[config.mk]
export PLATFORM = sky130hd
export DESIGN_NAME = tile_feeder
export DESIGN_NICKNAME = d
export VERILOG_FILES = /design/src/rtl/tile_feeder.sv
export SDC_FILE = /design/constraint.sdc
export NUM_CORES = 1
export LEC_CHECK = 0
export ABC_AREA = 1
export BUFFER_PORTS_ARGS = -buffer_cell sky130_fd_sc_hd__buf_2
export CAP_MARGIN = 10
export CORE_MARGIN = 4
export CORE_UTILIZATION = 40
export CTS_CLUSTER_SIZE = 16
export DETAILED_ROUTE_END_ITERATION = 8
export PLACE_DENSITY_LB_ADDON = 0.12
export SETUP_SLACK_MARGIN = 0.1
export SYNTH_ARGS = -nofsm -noshare
export SYNTH_HDL_FRONTEND = slang
export SYNTH_SLANG_ARGS = --single-unit
[constraint.sdc]
create_clock -name clock -period 6.45 [get_ports clock]
set_clock_uncertainty 0.05 [all_clocks]
set_input_delay 0.3225 -clock clock [delete_from_list [all_inputs] [get_ports clock]]
set_output_delay 0.3225 -clock clock [all_outputs]
set_load 0.01 [all_outputs]
[src/rtl/tile_feeder.sv]
// tile_feeder: DEPTH-row FIFO feeding one tile, 1-cycle latency; io_in_ready low when full, io_stall freezes output stage.
// Define TILE_FEEDER_ZERO_FILL_EN to drive a/b/d to zero while io_out_valid_0 is low (default: hold last row).
module tile_feeder #(
   parameter int DBITS = 20,
   parameter int DEPTH = 4
) (
   input  logic                     clock,
   input  logic                     reset,
   input  logic                     io_in_valid,
   output logic                     io_in_ready,
   input  logic [7:0]               io_in_a,
   input  logic [18:0]              io_in_b,
   input  logic [DBITS-1:0]         io_in_d,
   input  logic [5:0]               io_in_shift,
   input  logic                     io_in_last,
   input  logic                     io_stall,
   output logic [7:0]               io_out_a_0,
   output logic [18:0]              io_out_b_0,
   output logic [DBITS-1:0]         io_out_d_0,
   output logic                     io_out_control_0_propagate,
   output logic [5:0]               io_out_control_0_shift,
   output logic                     io_out_valid_0,
   output logic [$clog2(DEPTH):0]   io_count
);
   localparam int AW = $clog2(DEPTH);
   localparam int RW = 8 + 19 + DBITS + 6 + 1;
   localparam logic [AW:0]   L_DEPTH = (AW+1)'(DEPTH);
   localparam logic [AW:0]   CNT_ONE = 1;
   localparam logic [AW-1:0] PTR_ONE = 1;

   logic [RW-1:0]      r_mem [DEPTH];
   logic [AW-1:0]      r_wr_ptr;
   logic [AW-1:0]      r_rd_ptr;
   logic [AW:0]        r_count;
   logic [7:0]         r_a;
   logic [18:0]        r_b;
   logic [DBITS-1:0]   r_d;
   logic [5:0]         r_shift;
   logic               r_prop_out;
   logic               r_valid;
   logic               r_prop;
   logic               r_block_start;

   logic               w_push;
   logic               w_pop;
   logic [7:0]         w_head_a;
   logic [18:0]        w_head_b;
   logic [DBITS-1:0]   w_head_d;
   logic [5:0]         w_head_shift;
   logic               w_head_last;

   assign io_in_ready = (r_count < L_DEPTH);
   assign w_push      = io_in_valid & io_in_ready;
   assign w_pop       = ~io_stall & (r_count != '0);
   assign {w_head_a, w_head_b, w_head_d, w_head_shift, w_head_last} = r_mem[r_rd_ptr];

   always_ff @(posedge clock) begin
      if (w_push) begin
         r_mem[r_wr_ptr] <= {io_in_a, io_in_b, io_in_d, io_in_shift, io_in_last};
      end
   end

   always_ff @(posedge clock) begin
      if (reset) begin
         r_wr_ptr <= '0;
         r_rd_ptr <= '0;
         r_count  <= '0;
      end else begin
         if (w_push) r_wr_ptr <= r_wr_ptr + PTR_ONE;
         if (w_pop)  r_rd_ptr <= r_rd_ptr + PTR_ONE;
         case ({w_push, w_pop})
            2'b10:   r_count <= r_count + CNT_ONE;
            2'b01:   r_count <= r_count - CNT_ONE;
            default: r_count <= r_count;
         endcase
      end
   end

   // Shift is latched only on the first row of a block; prop flips once the block's last row leaves.
   always_ff @(posedge clock) begin
      if (reset) begin
         r_a           <= '0;
         r_b           <= '0;
         r_d           <= '0;
         r_shift       <= '0;
         r_prop_out    <= 1'b0;
         r_valid       <= 1'b0;
         r_prop        <= 1'b0;
         r_block_start <= 1'b1;
      end else if (!io_stall) begin
         if (w_pop) begin
            r_valid    <= 1'b1;
            r_a        <= w_head_a;
            r_b        <= w_head_b;
            r_d        <= w_head_d;
            r_prop_out <= r_prop;
            if (r_block_start) r_shift <= w_head_shift;
            if (w_head_last) begin
               r_prop        <= ~r_prop;
               r_block_start <= 1'b1;
            end else begin
               r_block_start <= 1'b0;
            end
         end else begin
            r_valid <= 1'b0;
         end
      end
   end

`ifdef TILE_FEEDER_ZERO_FILL_EN
   assign io_out_a_0 = r_valid ? r_a : '0;
   assign io_out_b_0 = r_valid ? r_b : '0;
   assign io_out_d_0 = r_valid ? r_d : '0;
`else
   assign io_out_a_0 = r_a;
   assign io_out_b_0 = r_b;
   assign io_out_d_0 = r_d;
`endif

   assign io_out_control_0_propagate = r_prop_out;
   assign io_out_control_0_shift     = r_shift;
   assign io_out_valid_0             = r_valid;
   assign io_count                   = r_count;
endmodule

==> results of run 1 <==
==> through the flow <==
step,cells,instance area (µm²)
global placement,1299,11500
detailed placement,1299,11500
finish,1411,13000
global route,1410,13000
floorplan,893,10800
CTS,1410,13000
==> Yosys cell counts, drive strengths merged <==
cell type | count | area [µm²]
o21ai | 213 | 1070
dfxtp | 66 | 1320
nand2 | 21 | 86.3
fa | 1 | 20.0
nor2 | 280 | 1170
edfxtp | 216 | 6490
ha | 5 | 62.6
clkbuf | 9 | 33.8
buf | 42 | 362
inv | 24 | 97.6
o211ai | 1 | 7.51
a21oi | 10 | 50.1
xor2 | 1 | 8.76
nand3 | 4 | 20.0
==> critical path, delay by kind of cell (launching register included) <==
kind | cells | cell delay [ns]
adder cells (fa/ha/maj) | 2 | 0.66
AO/OA/AOI/OAI | 2 | 0.22
buffers and inverters | 3 | 0.80
flip-flops | 1 | 0.37
AND/OR/NAND/NOR | 5 | 0.71
==> logic make-up after synthesis <==
group	share of synthesized area, %
simple gates	11.8
fa+ha+maj	0.765
compound gates	10.4
xor+xnor	0.0812
flops	72.3
buf+inv	4.57
==> path summary, 6_finish.rpt <==
check                    to   startpoint
min          io_out_valid_0     io_stall
max             io_count[2]  io_count[0]
max reg2reg     io_count[2]  io_count[0]
min reg2reg     io_count[0]  io_count[0]
==> area by class of cell <==
| cell class | instances | area [µm²] | share of cell area (%) |
|---|---|---|---|
| Sequential cell | 282 | 7810 | 59.9 |
| Clock inverter | 14 | 151 | 1.16 |
| Inverter | 24 | 97.6 | 0.749 |
| Clock buffer | 42 | 857 | 6.57 |
| Antenna cell | 1 | 2.50 | 0.0192 |
| Tap cell | 335 | 419 | 3.21 |
| Timing Repair Buffer | 177 | 1180 | 9.02 |
| Multi-Input combinational cell | 536 | 2520 | 19.3 |
==> placed cells by master, fill, tap and decap left out <==
cell type	instances
sky130_fd_sc_hd__o21ai_1	139
sky130_fd_sc_hd__fa_1	1
sky130_fd_sc_hd__nor2_4	4
sky130_fd_sc_hd__nor2_1	228
sky130_fd_sc_hd__dfxtp_4	1
sky130_fd_sc_hd__nand3_1	4
sky130_fd_sc_hd__nand2_4	1
sky130_fd_sc_hd__buf_4	6
sky130_fd_sc_hd__o211ai_1	1
sky130_fd_sc_hd__clkbuf_1	7
sky130_fd_sc_hd__inv_2	4
sky130_fd_sc_hd__buf_2	116
sky130_fd_sc_hd__inv_1	17
sky130_fd_sc_hd__clkinv_8	1
sky130_fd_sc_hd__o21ai_0	74
sky130_fd_sc_hd__clkinv_2	6
sky130_fd_sc_hd__edfxtp_1	216
sky130_fd_sc_hd__diode_2	1
sky130_fd_sc_hd__inv_4	3
sky130_fd_sc_hd__nand2_1	20
sky130_fd_sc_hd__a21oi_1	10
sky130_fd_sc_hd__bufinv_16	3
sky130_fd_sc_hd__clkbuf_8	4
sky130_fd_sc_hd__dlygate4sd3_1	55
sky130_fd_sc_hd__nor2_2	48
sky130_fd_sc_hd__ha_1	5
sky130_fd_sc_hd__clkinv_1	4
sky130_fd_sc_hd__clkbuf_16	31
sky130_fd_sc_hd__dfxtp_1	65
sky130_fd_sc_hd__xor2_1	1
==> where the power goes <==
| part | internal (µW) | switching, µW |
|---|---|---|
| combinational | 380 | 781 |
| sequential | 2260 | 126 |
| clock | 1040 | 667 |
==> metal layers <==
layer / vias up / track usage [%]
li1: 3412 / -
met1: 3234 / 20.4
met2: 107 / 26.7
met3: 33 / 2.90
met4: 0 / 3.49
met5: - / 0
==> repair_timing <==
item / CTS / global route
hold buffers: 55 / 0
buffers inserted: 0 / 0
endpoints found under the hold margin: 219 / 0
==> flip-flops by register name, summed over array words and instances, names as in the netlist, named ones only <==
register                    cells
io_out_d_0                     20
io_out_a_0                      8
r_rd_ptr                        2
io_out_control_0_shift          6
io_out_control_0_propagate      1
io_out_valid_0                  1
io_count                        3
io_out_b_0                     19
r_block_start                   1
r_mem                         216
r_wr_ptr                        2
r_prop                          1
==> impl_metrics.json, run 1 <==
{
  "grt_setup_unrepaired": "false",
  "endpoint_kind": "register",
  "timing_hold_violations_final": 0,
  "peakVddDrop_uv": 242,
  "power_density_nw_per_um2": 403,
  "number_of_cells_on_the_worst_hold_path": 3,
  "dpl.hpwl_um": 11600,
  "pre_cts_slack_ns": 3.44,
  "clockBufferDepth": 3,
  "place.gp.congestion": 0.698,
  "overall_global_routing_usage_pct": 15.5,
  "worstSkewPairLatency_ns": 0.55,
  "clk_pin_slew_ns": 0.06,
  "achievable-frequency_ghz": 0.343,
  "via_per_instance_ratio": 4.81,
  "timing.reg2reg.setup_slack_ns": 3.53,
  "area_delta_synth_final_pct": 20.8,
  "initialDrtViolationCount": 273,
  "synth_area_um2": 10800,
  "worst_pin_slew_ns": 1.12,
  "finalSetupViolations": 0,
  "post-route-drc-count": 0,
  "io_pins": 117,
  "layout.core_utilization_pct": 49.6,
  "final_antenna_net_count": 0,
  "critical_path_required_ns": 6.87,
  "dieArea_um2": 29700,
  "critical-path-slowest-cell": "sky130_fd_sc_hd__inv_4",
  "crit_type": "reg -> reg",
  "kind_of_launch_point_of_the_worst_setup_path": "register",
  "ff2ff_path_depth": 12,
  "maximum_number_of_pins_on_one_net_before_global_route_repair": 109,
  "layout.filler_cells": 2383,
  "synthesis.nets": 957,
  "met2_wirelength_um": 11100,
  "detailedRoute.firstPassIterationCount": 4,
  "fin_tns_setup_ns": 0,
  "synth-warning-count": 0,
  "initial_antenna_violation_count": 0,
  "post_cts_resize_count": 0,
  "fraction_of_final_layout_cells_with_drive_strength_greater_than_1_pct": 21.2,
  "synthesis.instances": 893,
  "static-leakage-power_uw": 0.00483,
  "wl_met3_um": 1000,
  "cts_root_buffer": "sky130_fd_sc_hd__clkbuf_16",
  "ctsHtreeMaxLevel": 1,
  "slew-limit-headroom_pct": 25.1,
  "dr_total_vias": 6786,
  "syn_avg_cell_area_um2": 12.1,
  "holdCritPathClass": "in -> reg",
  "fin_crit_share_pct": 45.2,
  "detail_route.wirelength.met1_um": 10300,
  "first_global_vias": 6687,
  "timing.critical_path.cells": "nor2_1, nand2_1, nand2_4, inv_4, ha_1, inv_1, fa_1, inv_1, nand2_1, nand3_1, o21ai_0, a21oi_1",
  "cts_inserted_buffers": 30,
  "fin_hold_ws_ns": 0.0288,
  "grt_first_pass_wirelength_um": 36200,
  "postLayoutSetupSlackWorst_ns": 3.53,
  "dieWidth_um": 172,
  "tritoncts": "built",
  "wire_length_per_cell_after_detailed_routing_um": 16.1,
  "cp_slowest_stage_delay_ns": 0.66,
  "final_period_minus_worst_setup_slack_ns": 2.92,
  "sequential_fraction_of_the_synthesis_area_pct": 72.3,
  "rows": 59,
  "start_util_pct": 41.1,
  "number_of_port_buffers": 116,
  "highest-signal-layer": "met4",
  "tritoncts_num_sinks": 282,
  "max-cap-violations": 0,
  "critical_path_peak_fanout": 55,
  "yosys.cell_types.count": 23,
  "grt.overflow.total": 0,
  "die_span_in_y_um": 172,
  "postSynthRegisterBits": 282,
  "drt-total-wl_um": 22800,
  "finalPower_uw": 5260,
  "worstPathArrival_ns": 3.34,
  "run_status": "finished, final reports clean",
  "design.core.area_um2": 26300,
  "finalNetCount": 1115,
  "timing_max_transition_violations_final": 0
}
Note: power is estimated with default switching activity, not from simulation.
==> run 2: changes to the inputs <==
clock period = 2.8 ns   (was 6.45 ns; I/O delays follow)
==> impl_metrics.json, run 2 (synthesized netlist as in run 1, its figures left out) <==
{
  "endpoint_kind": "register",
  "regMostFlops": "r_mem",
  "finalSetupViolations": 0,
  "postCtsSetupBuffers": 0,
  "ctsHtreeMaxLevel": 1,
  "achievable-frequency_ghz": 0.476,
  "cts_root_buffer": "sky130_fd_sc_hd__clkbuf_16",
  "post_cts_resize_count": 0,
  "fin_crit_share_pct": 75.0,
  "crit_type": "reg -> reg",
  "timing_hold_violations_final": 0,
  "wire_length_per_cell_after_detailed_routing_um": 16.4,
  "critical_path_required_ns": 3.17,
  "design.core.area_um2": 26300,
  "dieWidth_um": 172,
  "seqPwrFrac_pct": 44.8,
  "flip_flop_count_of_the_largest_register_all_copies_and_words_added": 216,
  "fraction_of_final_layout_cells_with_drive_strength_greater_than_1_pct": 21.8,
  "die_span_in_y_um": 172,
  "power_density_nw_per_um2": 923,
  "area_delta_synth_final_pct": 21.6,
  "busiest_layer": "met2",
  "worst_pin_slew_ns": 0.761,
  "initialDrtViolationCount": 419,
  "most_frequent_standard_cell_in_the_layout_excluding_fill_and_tap_cells": "sky130_fd_sc_hd__nor2_1",
  "run_status": "finished, final reports clean",
  "clk_pin_slew_ns": 0.06,
  "tritoncts_num_sinks": 282,
  "pre_cts_slack_ns": 0.786,
  "net-switching-power_uw": 3670,
  "max-cap-violations": 0,
  "number_of_port_buffers": 116,
  "final_period_minus_worst_setup_slack_ns": 2.10,
  "dieArea_um2": 29700,
  "n_antenna_cell": 0,
  "grtUsageMet3_pct": 2.42,
  "global_route.usage.met1_pct": 21.7,
  "initial_antenna_violation_count": 0,
  "power.clock.fraction_pct": 31.7,
  "timing.reg2reg.setup_slack_ns": 0.70,
  "layout.filler_cells": 2376,
  "worstPathArrival_ns": 2.47,
  "rows": 59,
  "first_global_vias": 6699,
  "power_frac_comb_pct": 23.4,
  "post-route-drc-count": 0,
  "slew-limit-headroom_pct": 49.3,
  "tritoncts": "built",
  "kind_of_launch_point_of_the_worst_setup_path": "register",
  "peakVddDrop_uv": 453,
  "overall_global_routing_usage_pct": 15.5,
  "drt-total-wl_um": 23300,
  "static-leakage-power_uw": 0.00488,
  "finalNetCount": 1128,
  "maximum_number_of_pins_on_one_net_before_global_route_repair": 109,
  "detailedRoute.firstPassIterationCount": 4,
  "dr_total_vias": 6879,
  "layoutNonFillerInstCount": 1423,
  "dpl.hpwl_um": 12800,
  "io_pins": 117,
  "dp_cells": 1311,
  "via_per_instance_ratio": 4.83,
  "mostFrequentLayoutCells": "228 x sky130_fd_sc_hd__nor2_1, 216 x sky130_fd_sc_hd__edfxtp_1, 139 x sky130_fd_sc_hd__o21ai_1, 116 x sky130_fd_sc_hd__buf_2, 74 x sky130_fd_sc_hd__o21ai_0",
  "power_switching_share_pct": 30.3,
  "clockBufferDepth": 3,
  "final_antenna_net_count": 0,
  "intPower_uw": 8440,
  "grt.overflow.total": 0,
  "worstSkewPairLatency_ns": 0.54,
  "globalRouteMet2Util_pct": 26.1,
  "cts_inserted_buffers": 30,
  "place.gp.congestion": 0.716,
  "timing_max_transition_violations_final": 0,
  "postLayoutSetupSlackWorst_ns": 0.700,
  "critical_path_peak_fanout": 54,
  "cts-hold-fix-buffers": 56,
  "grt_first_pass_wirelength_um": 36400,
  "start_util_pct": 41.1,
  "grt_setup_unrepaired": "false",
  "holdCritPathClass": "in -> reg"
}
==> run 2: power groups by stage <==
stage / registers [µW] / clock network [µW] / logic, µW
after floorplan: 5650 / 0 / 1840
after global placement: 5510 / 0 / 2810
after detailed placement: 5520 / 0 / 2830
after CTS: 5440 / 3950 / 2910
after global routing: 5490 / 4110 / 3210
final: 5430 / 3840 / 2840
==> run 2: metrics by stage <==
stage | hold slack, ns | util, % | cell area, µm² | setup TNS (ns) | total power [µW]
finish | 0.173 | 49.9 | 13100 | 0 | 12100
global route | 0.207 | 49.9 | 13100 | 0 | 12800
CTS | 0.153 | 49.9 | 13100 | 0 | 12300
detailed placement | 0.309 | 44.2 | 11600 | 0 | 8350
global placement | 0.308 | 44.2 | 11600 | 0 | 8330
floorplan | 0.159 | - | 10800 | -142.73 | 7490
==> run 2: layout make-up <==
class | instances | area [µm²] | area share, %
clock buffers | 40 | 810 | 6.17
clock inverters | 16 | 149 | 1.13
inverters | 24 | 97.6 | 0.744
multi-input cells | 536 | 2520 | 19.2
flip-flops and latches | 282 | 7810 | 59.5
well taps | 335 | 419 | 3.19
repair buffers | 190 | 1310 | 10.0
==> run 2: metal layers <==
layer / share of wire (%) / wire (µm)
met2: 47 / 10900
met4: 1.6 / 363
met5: 0 / 0
met3: 4.4 / 1020
met1: 47 / 11000
==> run 2: worst max-delay path, cell delays in order (launching register included) <==
cell,delay (ns)
sky130_fd_sc_hd__dfxtp_1,0.34
sky130_fd_sc_hd__nor2_1,0.10
sky130_fd_sc_hd__nand2_1,0.08
sky130_fd_sc_hd__nand2_4,0.08
sky130_fd_sc_hd__buf_4,0.61
sky130_fd_sc_hd__a21oi_1,0.13
sky130_fd_sc_hd__dlygate4sd3_1,0.59
==> run 2: worst paths after layout <==
kind	to	cells after the start	startpoint
worst max-delay path	io_out_valid_0	6	io_count[0]
worst min-delay path	io_count[1]	7	io_stall
worst max register to register	io_out_valid_0	6	io_count[0]
worst min register to register	io_count[0]	1	io_count[0]
